### src/rtl/aes_pkg.sv
`default_nettype none
// ============================================================================
// Module      : aes_pkg
// Description : Shared AES control definitions: key-size mode encoding,
//               round counts per key size and the round-controller FSM states.
// Revision    : 1.0 - initial release
// ============================================================================
package aes_pkg;

    localparam logic [1:0] MODE_128  = 2'b00;
    localparam logic [1:0] MODE_192  = 2'b01;
    localparam logic [1:0] MODE_256  = 2'b10;
    localparam logic [1:0] MODE_RSVD = 2'b11;

    localparam logic [3:0] NR_128 = 4'd10;
    localparam logic [3:0] NR_192 = 4'd12;
    localparam logic [3:0] NR_256 = 4'd14;

    typedef enum logic [1:0] {
        ST_IDLE  = 2'd0,
        ST_ROUND = 2'd1,
        ST_DONE  = 2'd2
    } ctrl_state_e;

    // The reserved encoding falls back to the AES-128 round count.
    function automatic logic [3:0] mode_to_nr(input logic [1:0] mode);
        logic [3:0] nr;
        case (mode)
            MODE_192: nr = NR_192;
            MODE_256: nr = NR_256;
            default:  nr = NR_128;
        endcase
        return nr;
    endfunction

endpackage : aes_pkg
`default_nettype wire

### src/rtl/aes_round_cnt.sv
`default_nettype none
// ============================================================================
// Module      : aes_round_cnt
// Description : Loadable round counter holding the latched round count Nr and
//               flagging the terminal round (rnd == Nr).
// Revision    : 1.0 - initial release
// ============================================================================
module aes_round_cnt
    import aes_pkg::*;
#(
    parameter int W = 4
) (
    input  logic         clk,
    input  logic         rst,
    input  logic         i_load,
    input  logic [W-1:0] i_nr,
    input  logic         i_inc,
    input  logic         i_clr,
    output logic [W-1:0] o_rnd,
    output logic         o_term
);

    logic [W-1:0] r_rnd_q, w_rnd_d;
    logic [W-1:0] r_nr_q,  w_nr_d;

    // Load starts at round 1: round 0 (the initial AddRoundKey) happens on accept.
    always_comb begin
        w_rnd_d = r_rnd_q;
        w_nr_d  = r_nr_q;
        if (i_load) begin
            w_rnd_d = W'(1);
            w_nr_d  = i_nr;
        end else if (i_inc) begin
            w_rnd_d = r_rnd_q + W'(1);
        end else if (i_clr) begin
            w_rnd_d = '0;
        end
    end

    always_ff @(posedge clk) begin
        if (rst) begin
            r_rnd_q <= '0;
            r_nr_q  <= W'(NR_128);
        end else begin
            r_rnd_q <= w_rnd_d;
            r_nr_q  <= w_nr_d;
        end
    end

    assign o_rnd  = r_rnd_q;
    assign o_term = (r_rnd_q == r_nr_q);

endmodule : aes_round_cnt
`default_nettype wire

### src/rtl/aes_round_ctrl.sv
`default_nettype none
// ============================================================================
// Module      : aes_round_ctrl
// Description : AES encryption round sequencer. Owns the state register and
//               steps an external round datapath / key store for Nr rounds.
// Revision    : 1.0 - initial release
// ============================================================================
module aes_round_ctrl #(
    parameter  int MAX_NR = 14,
    localparam int RND_W  = $clog2(MAX_NR + 1)
) (
    input  logic             clk,
    input  logic             rst,
    input  logic [1:0]       mode,
    input  logic             in_valid,
    output logic             in_ready,
    input  logic [127:0]     din,
    output logic [RND_W-1:0] rk_idx,
    input  logic [127:0]     rk,
    output logic [127:0]     rnd_state,
    output logic             rnd_last,
    input  logic [127:0]     rnd_res,
    output logic             out_valid,
    input  logic             out_ready,
    output logic [127:0]     dout,
    output logic             busy
);

    import aes_pkg::*;

    ctrl_state_e      r_state_q, w_state_d;
    logic [127:0]     r_blk_q,   w_blk_d;
    logic             w_accept;
    logic             w_cnt_load, w_cnt_inc, w_cnt_clr;
    logic             w_term;
    logic [RND_W-1:0] w_rnd;
    logic [RND_W-1:0] w_nr_sel;

    assign w_nr_sel = RND_W'(mode_to_nr(mode));
    assign w_accept = (r_state_q == ST_IDLE) && in_valid && !rst;

    aes_round_cnt #(
        .W (RND_W)
    ) u_round_cnt (
        .clk    (clk),
        .rst    (rst),
        .i_load (w_cnt_load),
        .i_nr   (w_nr_sel),
        .i_inc  (w_cnt_inc),
        .i_clr  (w_cnt_clr),
        .o_rnd  (w_rnd),
        .o_term (w_term)
    );

    always_comb begin
        w_state_d  = r_state_q;
        w_blk_d    = r_blk_q;
        w_cnt_load = 1'b0;
        w_cnt_inc  = 1'b0;
        w_cnt_clr  = 1'b0;
        case (r_state_q)
            ST_IDLE: begin
                // rk_idx is 0 here, so rk is the whitening key.
                if (w_accept) begin
                    w_blk_d    = din ^ rk;
                    w_cnt_load = 1'b1;
                    w_state_d  = ST_ROUND;
                end
            end
            ST_ROUND: begin
                w_blk_d   = rnd_res;
                w_cnt_inc = 1'b1;
                if (w_term) begin
                    w_state_d = ST_DONE;
                end
            end
            ST_DONE: begin
                if (out_ready) begin
                    w_cnt_clr = 1'b1;
                    w_state_d = ST_IDLE;
                end
            end
            default: begin
                w_state_d = ST_IDLE;
            end
        endcase
    end

    always_ff @(posedge clk) begin
        if (rst) begin
            r_state_q <= ST_IDLE;
            r_blk_q   <= '0;
        end else begin
            r_state_q <= w_state_d;
            r_blk_q   <= w_blk_d;
        end
    end

    assign in_ready  = (r_state_q == ST_IDLE) && !rst;
    assign busy      = (r_state_q != ST_IDLE);
    assign out_valid = (r_state_q == ST_DONE);
    assign rk_idx    = (r_state_q == ST_ROUND) ? w_rnd : '0;
    assign rnd_last  = (r_state_q == ST_ROUND) && w_term;
    assign rnd_state = r_blk_q;
    assign dout      = r_blk_q;

endmodule : aes_round_ctrl
`default_nettype wire

### config.mk
export PLATFORM = sky130hd
export DESIGN_NAME = aes_round_ctrl
export DESIGN_NICKNAME = d
export VERILOG_FILES = /design/src/rtl/aes_pkg.sv /design/src/rtl/aes_round_cnt.sv /design/src/rtl/aes_round_ctrl.sv
export SDC_FILE = /design/constraint.sdc
export NUM_CORES = 1
export LEC_CHECK = 0
export CAP_MARGIN = 20
export CORE_AREA = 2 2 258 260
export CTS_BUF_LIST = sky130_fd_sc_hd__clkbuf_4
export CTS_CLUSTER_DIAMETER = 80
export DETAILED_ROUTE_END_ITERATION = 12
export DIE_AREA = 0 0 260 262
export DONT_BUFFER_PORTS = 1
export MAX_ROUTING_LAYER = met4
export PLACE_DENSITY = 0.34
export SYNTH_ARGS = -nofsm -noshare
export SYNTH_HDL_FRONTEND = slang
export SYNTH_SLANG_ARGS = --single-unit
export TNS_END_PERCENT = 50
### constraint.sdc
create_clock -name clk -period 1.6 [get_ports clk]
set_clock_uncertainty 0.05 [all_clocks]
set_input_delay 0.32 -clock clk [delete_from_list [all_inputs] [get_ports clk]]
set_output_delay 0.32 -clock clk [all_outputs]
set_load 0.02 [all_outputs]
==> flow_summary.json, run 1 <==
{
  "status": "did not finish",
  "stop_stage": "4_1_cts",
  "error": "[ERROR RSZ-0060] Max buffer count reached.",
  "synth_compound_area_frac": 0.154,
  "die_y_um": 262,
  "synth_simple_gate_area_frac": 0.0206,
  "initial_core_util": 0.120,
  "synth_cell_types": 34,
  "cts_root_buf": "clkbuf_4",
  "yosys_warnings": 0,
  "synthMuxAreaShare": 0.164,
  "port_buffers": 0,
  "synth_xor_area_frac": 0.146,
  "die_x_um": 260,
  "post_cts_resized": 293,
  "clockBufferDepth": 2,
  "post-place-ws_ns": -0.0172,
  "yosys.area.top_type": "dfxtp_1",
  "syn_avg_cell_area_um2": 10.5,
  "synthCells": 742,
  "ios": 654,
  "ctsHoldBuffers": 308,
  "numCtsBuffers": 17,
  "synth.top_cell.area_share": 0.348,
  "clock-sinks": 136,
  "synth_area_leaders": "dfxtp_1 35%, mux2i_1 16%, o2bb2ai_1 14%",
  "synth_top_family_by_area": "buffers and inverters",
  "ys_seq_elements": 136,
  "num_rows": 94,
  "cts_max_level": 4,
  "finalWeightedCongestion": 0.763,
  "ys_seq_area_frac": 0.348,
  "synth_adder_area_share": 0.00320,
  "cts_setup_buffers": 7,
  "hpwl_mm": 20.3,
  "synthesis.area_um2": 7820,
  "synth_nets": 1134
}
## stage by stage
stage               std cells  hold WS, ns  utilization  instance area (µm²)
floorplan                 742        0.425            -                 7820
detailed placement       1495        0.350        0.127                 8290
global placement         1495        0.348        0.127                 8290
## cell usage after synthesis
cell	instances
buf_2	29
clkbuf_1	2
o2bb2ai_1	128
buf_4	131
xnor2_1	2
or2_2	3
nand3b_1	2
o31ai_1	1
a2111oi_2	1
o21ba_2	1
a21o_1	1
or3_1	1
a211oi_1	1
nor2b_1	3
and4b_1	1
and2_1	3
o211ai_1	1
ha_1	2
o21ai_0	1
a21oi_1	3
nand3_1	2
dfxtp_1	136
clkbuf_4	2
inv_1	4
buf_12	1
nor3b_1	1
xor2_1	128
buf_6	9
nor4_1	1
a41oi_1	1
nor2_1	6
nand2_1	4
nand2b_1	2
mux2i_1	128
## logic make-up after synthesis
group | Yosys count
flops | 136
buf+inv | 178
simple gates | 29
mux | 128
xor+xnor | 130
fa+ha+maj | 2
compound gates | 139
==> inputs of run 2 (changes only) <==
--- a/config.mk
+++ b/config.mk
@@ -6,14 +6,11 @@
 export NUM_CORES = 1
 export LEC_CHECK = 0
 export CAP_MARGIN = 20
-export CORE_AREA = 2 2 258 260
-export CTS_BUF_LIST = sky130_fd_sc_hd__clkbuf_4
-export CTS_CLUSTER_DIAMETER = 80
+export CORE_AREA = 2 2 254 256
 export DETAILED_ROUTE_END_ITERATION = 12
-export DIE_AREA = 0 0 260 262
+export DIE_AREA = 0 0 256 258
 export DONT_BUFFER_PORTS = 1
-export MAX_ROUTING_LAYER = met4
-export PLACE_DENSITY = 0.34
+export PLACE_DENSITY_LB_ADDON = 0.15
 export SYNTH_ARGS = -nofsm -noshare
 export SYNTH_HDL_FRONTEND = slang
 export SYNTH_SLANG_ARGS = --single-unit
==> flow_summary.json, run 2 <==
{
  "initial_core_util": 0.123,
  "numCtsBuffers": 17,
  "finalPower_mw": 11.6,
  "utilization": 0.184,
  "syn_avg_cell_area_um2": 10.5,
  "cts_root_buf": "clkbuf_16",
  "synth_common_cells": "136 x dfxtp_1, 131 x buf_4, 128 x mux2i_1, 128 x o2bb2ai_1, 128 x xor2_1",
  "finalHoldViolCount": 0,
  "drv_cap": 0,
  "clockBufferDepth": 2,
  "p_leak_nw": 4.66,
  "ys.flop_type": "dfxtp_1",
  "hpwl_mm": 21.5,
  "yosys.area.top_type": "dfxtp_1",
  "yosysMostFrequentCell": "dfxtp_1",
  "num_rows": 93,
  "crit_path_start_kind": "flop",
  "worst_slack_ns": -0.178,
  "finalNonFillerCells": 1698,
  "rsz0062_at_grt": "true",
  "areaGrowthSynthToFinish_pct": 49.8,
  "timing_worst_setup_path_type": "flop to output pin",
  "routed_wl_mm": 31.9,
  "ios": 654,
  "antenna_left": 0,
  "fill_cells": 6993,
  "whs_ns": 0.0597,
  "final_nets": 1221,
  "synth_area_leaders": "dfxtp_1 35%, mux2i_1 16%, o2bb2ai_1 14%",
  "comb_power_share": 0.188,
  "layout_commonest_cell": "xor2_1",
  "cts_tree": "yes",
  "path_max_fanout": 2,
  "clock.fmax_mhz": 562,
  "grt_util_all_layers": 0.0819,
  "critical_path.top_delay_family": "flip-flops",
  "first_iter_violations": 170,
  "ys_seq_elements": 136,
  "antenna_found_initial": 2,
  "core_um2": 63600,
  "synth.top_cell.area_share": 0.348,
  "remaining_drc_errors": 0,
  "largest_reg_flops": 128,
  "fin_crit_sh": 1.11,
  "setup_tns_ns": -6.77,
  "critPathMaxStageDelay_ns": 0.36,
  "drv_slew": 0,
  "p_clk_frac": 0.387,
  "place_inst": 1506,
  "async_flop_share": 0,
  "period_minus_slack_ns": 1.78,
  "viasPerCell": 3.53,
  "overflow": 0,
  "arrival_ns": 1.41,
  "crit_path_end_kind": "output pin",
  "vias": 5989,
  "crit_chain": "buf_6, or2_4, nor2_4, buf_6",
  "status": "finished, violations left",
  "post_drt_wl_per_cell_um": 18.8,
  "grt_pass1_vias": 6307,
  "yosys_warnings": 0,
  "final_cell_mix": "128 x xor2_1, 127 x dfxtp_1, 126 x dlygate4sd3_1, 103 x mux2i_1, 71 x o2bb2ai_1",
  "internal-power_mw": 7.70,
  "synthesis.area_um2": 7820,
  "p_per_area_nw_per_um2": 988,
  "regArea_um2": 2740,
  "p_sw_frac": 0.335,
  "crit_buf_inv": 2,
  "cts_max_level": 4,
  "grt_start_max_net_pins": 25,
  "irDropWorstVdd_v": 0.000621,
  "synth_nets": 1134,
  "die_y_um": 258,
  "firstDrtPassIters": 4,
  "clkSlewWorstSetupHoldPaths_ns": 0.07,
  "setup_violations": 122,
  "violations": "negative setup slack",
  "multi_input_area_um2": 4470,
  "synthCells": 742,
  "ys_seq_area_frac": 0.348,
  "relSlewSlack": 0.600,
  "synth_cell_types": 34,
  "port_buffers": 0,
  "p_sw_mw": 3.88,
  "die_x_um": 256,
  "tightest_slew_ns": 0.599,
  "finalWeightedCongestion": 0.731,
  "grt_pass1_wl_mm": 39.7,
  "synth-edff-count": 0,
  "critical-path-slowest-cell": "dfxtp_4",
  "hold_class": "input port to flop",
  "insertion_delay_ns": 0.46,
  "cp_common_cell": "buf_6",
  "die_area_um2": 66000,
  "clock-sinks": 136,
  "cp.required_ns": 1.23,
  "drive_above_1_share": 0.307,
  "power_frac_seq": 0.425
}
[run 2: cell counts after synthesis]
No cell type changed its count.
[run 2: per-stage QoR]
step	cell area (µm²)	setup slack (ns)
floorplan	7820	0.0235
global placement	8430	0.0130
detailed placement	8430	-0.0424
CTS	10600	-0.262
global route	11700	-0.246
finish	11700	-0.178
[run 2: area by class of cell]
cell class | instances | share of cell area
Antenna cell | 2 | 0.000427
Clock buffer | 21 | 0.0410
Clock inverter | 10 | 0.0143
Inverter | 4 | 0.00128
Multi-Input combinational cell | 428 | 0.381
Sequential cell | 136 | 0.234
Tap cell | 855 | 0.0913
Timing Repair Buffer | 242 | 0.236
[run 2: cells by family (layout without fill, tap and decap cells)]
| family | after synthesis | in the layout | synth area share |
|---|---|---|---|
| fa+ha+maj | 2 | 2 | 0.00320 |
| compound gates | 139 | 139 | 0.154 |
| flops | 136 | 136 | 0.348 |
| buf+inv | 178 | 277 | 0.165 |
| other cells | 0 | 2 | 0 |
| xor+xnor | 130 | 130 | 0.146 |
| mux | 128 | 128 | 0.164 |
| simple gates | 29 | 29 | 0.0206 |
[run 2: final timing paths]
| check | slack [ns] | cells after the start | startpoint | to |
|---|---|---|---|---|
| worst max-delay path | -0.18 | 4 | r_state_q[1] | in_ready |
| worst min-delay path | 0.06 | 2 | rnd_res[81] | dout[81] |
| worst max register to register | -0.12 | 8 | r_state_q[0] | dout[35] |
| worst min register to register | 0.46 | 2 | u_round_cnt.o_rnd[3] | u_round_cnt.o_rnd[3] |
[run 2: metal layers]
layer  vias to the layer above  wire length, µm  share of wire  GRT usage
li1                       2694                -              -          -
met1                      2832            11500           0.36     0.0777
met2                       403            16400           0.51      0.144
met3                        60             2410          0.076     0.0341
met4                         0             1520          0.048     0.0570
met5                         -                0              0          0
[run 2: power by group through the flow]
| stage | Combinational [mW] | Sequential, mW | Clock, mW |
|---|---|---|---|
| 2_1_floorplan | 1.79 | 4.40 | 0 |
| 3_3_place_gp | 1.43 | 4.99 | 0 |
| 3_5_place_dp | 1.43 | 4.97 | 0 |
| 4_1_cts | 1.76 | 4.90 | 4.76 |
| 5_1_grt | 2.35 | 4.97 | 4.87 |
| 6_report | 2.18 | 4.92 | 4.48 |
[run 2: timing repair]
item / 4_1_cts / 5_1_grt
setup endpoints to repair: 15 / 128
buffers inserted: 9 / 13
hold buffers: 124 / 2
endpoints found under the hold margin: 128 / 2
pin swaps: 13 / 27
resized for setup: 51 / 138
cloned: 0 / 13
No activity file was read; power rests on OpenSTA's default activity.
==> inputs of run 3 (changes only) <==
--- a/config.mk
+++ b/config.mk
@@ -6,9 +6,9 @@
 export NUM_CORES = 1
 export LEC_CHECK = 0
 export CAP_MARGIN = 20
-export CORE_AREA = 2 2 254 256
+export CORE_AREA = 10 10 248 250
 export DETAILED_ROUTE_END_ITERATION = 12
-export DIE_AREA = 0 0 256 258
+export DIE_AREA = 0 0 258 260
 export DONT_BUFFER_PORTS = 1
 export PLACE_DENSITY_LB_ADDON = 0.15
 export SYNTH_ARGS = -nofsm -noshare
==> flow_summary.json, run 3 (same netlist as run 2, synthesis figures left out) <==
{
  "status": "finished, violations left",
  "violations": "negative setup slack",
  "cts_root_buf": "clkbuf_16",
  "insertion_delay_ns": 0.46,
  "whs_ns": 0.0632,
  "final_nets": 1178,
  "setup_violations": 6,
  "period_minus_slack_ns": 1.80,
  "clock.fmax_mhz": 556,
  "grt_start_max_net_pins": 58,
  "critPathMaxStageDelay_ns": 0.36,
  "clock-sinks": 136,
  "largest_reg_flops": 128,
  "tightest_slew_ns": 0.571,
  "initial_core_util": 0.139,
  "crit_path_start_kind": "flop",
  "finalPower_mw": 10.7,
  "drv_slew": 0,
  "grt_pass1_vias": 6561,
  "path_max_fanout": 8,
  "port_buffers": 0,
  "critical-path-slowest-cell": "dfxtp_4",
  "timing_worst_setup_path_type": "flop to output pin",
  "utilization": 0.182,
  "cp.required_ns": 1.23,
  "rsz0062_at_grt": "true",
  "viasPerCell": 3.61,
  "cp-startpoint": "r_state_q[0]",
  "firstDrtPassIters": 4,
  "place_inst": 1386,
  "hold_class": "input port to flop",
  "cts_max_level": 4,
  "core_um2": 56300,
  "remaining_drc_errors": 0,
  "irDropWorstVdd_v": 0.000799,
  "p_leak_nw": 4.17,
  "antenna_found_initial": 0,
  "drv_cap": 0,
  "min_from": "rnd_res[101]",
  "rrSetupSlack_ns": 0.03,
  "crit_buf_inv": 2,
  "fin_crit_sh": 1.12,
  "grt_util_all_layers": 0.0898,
  "grt_pass1_wl_mm": 44.8,
  "numCtsBuffers": 17,
  "drive_above_1_share": 0.165,
  "num_rows": 87,
  "timing.rr.start": "r_state_q[1]",
  "crit_chain": "buf_6, or2_4, nor2_4, buf_6",
  "num_antenna_cells": 0,
  "crit_path_end_kind": "output pin",
  "layout_commonest_cell": "dfxtp_1",
  "hpwl_mm": 25.2,
  "cp_common_cell": "buf_6",
  "first_iter_violations": 158,
  "ios": 654,
  "critical_path.top_delay_family": "flip-flops",
  "post_drt_wl_per_cell_um": 20.2,
  "overflow": 0,
  "finalHoldViolCount": 0,
  "clockBufferDepth": 2,
  "die_area_um2": 67100,
  "relSlewSlack": 0.619,
  "finalWeightedCongestion": 0.716,
  "areaGrowthSynthToFinish_pct": 31.0,
  "clkSlewWorstSetupHoldPaths_ns": 0.07,
  "vias": 5608,
  "antenna_left": 0,
  "die_x_um": 258,
  "arrival_ns": 1.43,
  "worst_slack_ns": -0.198,
  "die_y_um": 260,
  "p_per_area_nw_per_um2": 1040,
  "finalNonFillerCells": 1555,
  "routed_wl_mm": 31.4,
  "cts_tree": "yes",
  "final_cell_mix": "129 x dfxtp_1, 128 x xor2_1, 128 x o2bb2ai_1, 128 x dlygate4sd3_1, 126 x mux2i_1"
}
==> run 3: what timing repair did <==
item | in CTS | in global routing
endpoints found under the setup margin | 9 | 8
setup buffers | 3 | 6
hold buffers | 128 | 0
gates resized for setup | 30 | 7
hold endpoints to repair | 131 | 0
pin swaps | 5 | 7
==> run 3: where the power goes <==
part           switching [mW]  total, mW  internal (mW)
clock network            1.70       4.13           2.43
logic                   0.763       1.69          0.923
registers                1.15       4.86           3.71
total                    3.61       10.7           7.07
==> run 3: cell type report <==
class / count / area, µm²
multi-input combinational: 428 / 3910
clock buffer: 20 / 467
fill: 6234 / 46000
tap: 756 / 946
inverter: 4 / 15.0
timing repair buffer: 199 / 2030
sequential: 136 / 2740
clock inverter: 12 / 139
==> run 3: worst paths after layout <==
check,end,depth (start not counted)
worst max-delay path,in_ready,4
worst min-delay path,dout[101],2
worst max register to register,dout[52],6
worst min register to register,dout[35],1
==> run 3: metrics by stage <==
| stage | TNS (ns) | worst slack (ns) | cell area, µm² |
|---|---|---|---|
| finish | -0.716 | -0.198 | 10200 |
| global route | -1.89 | -0.284 | 10200 |
| CTS | -1.60 | -0.283 | 10200 |
| detailed placement | 0 | 0.0832 | 8180 |
| global placement | 0 | 0.117 | 8180 |
| floorplan | 0 | 0.0235 | 7820 |
==> run 3: metal layers <==
| layer | vias to the layer above | routed length (µm) | track usage |
|---|---|---|---|
| met4 | 0 | 516 | 0.0376 |
| met5 | - | 0 | 0 |
| li1 | 2603 | - | - |
| met1 | 2600 | 10500 | 0.0802 |
| met2 | 379 | 17200 | 0.171 |
| met3 | 26 | 3240 | 0.0420 |
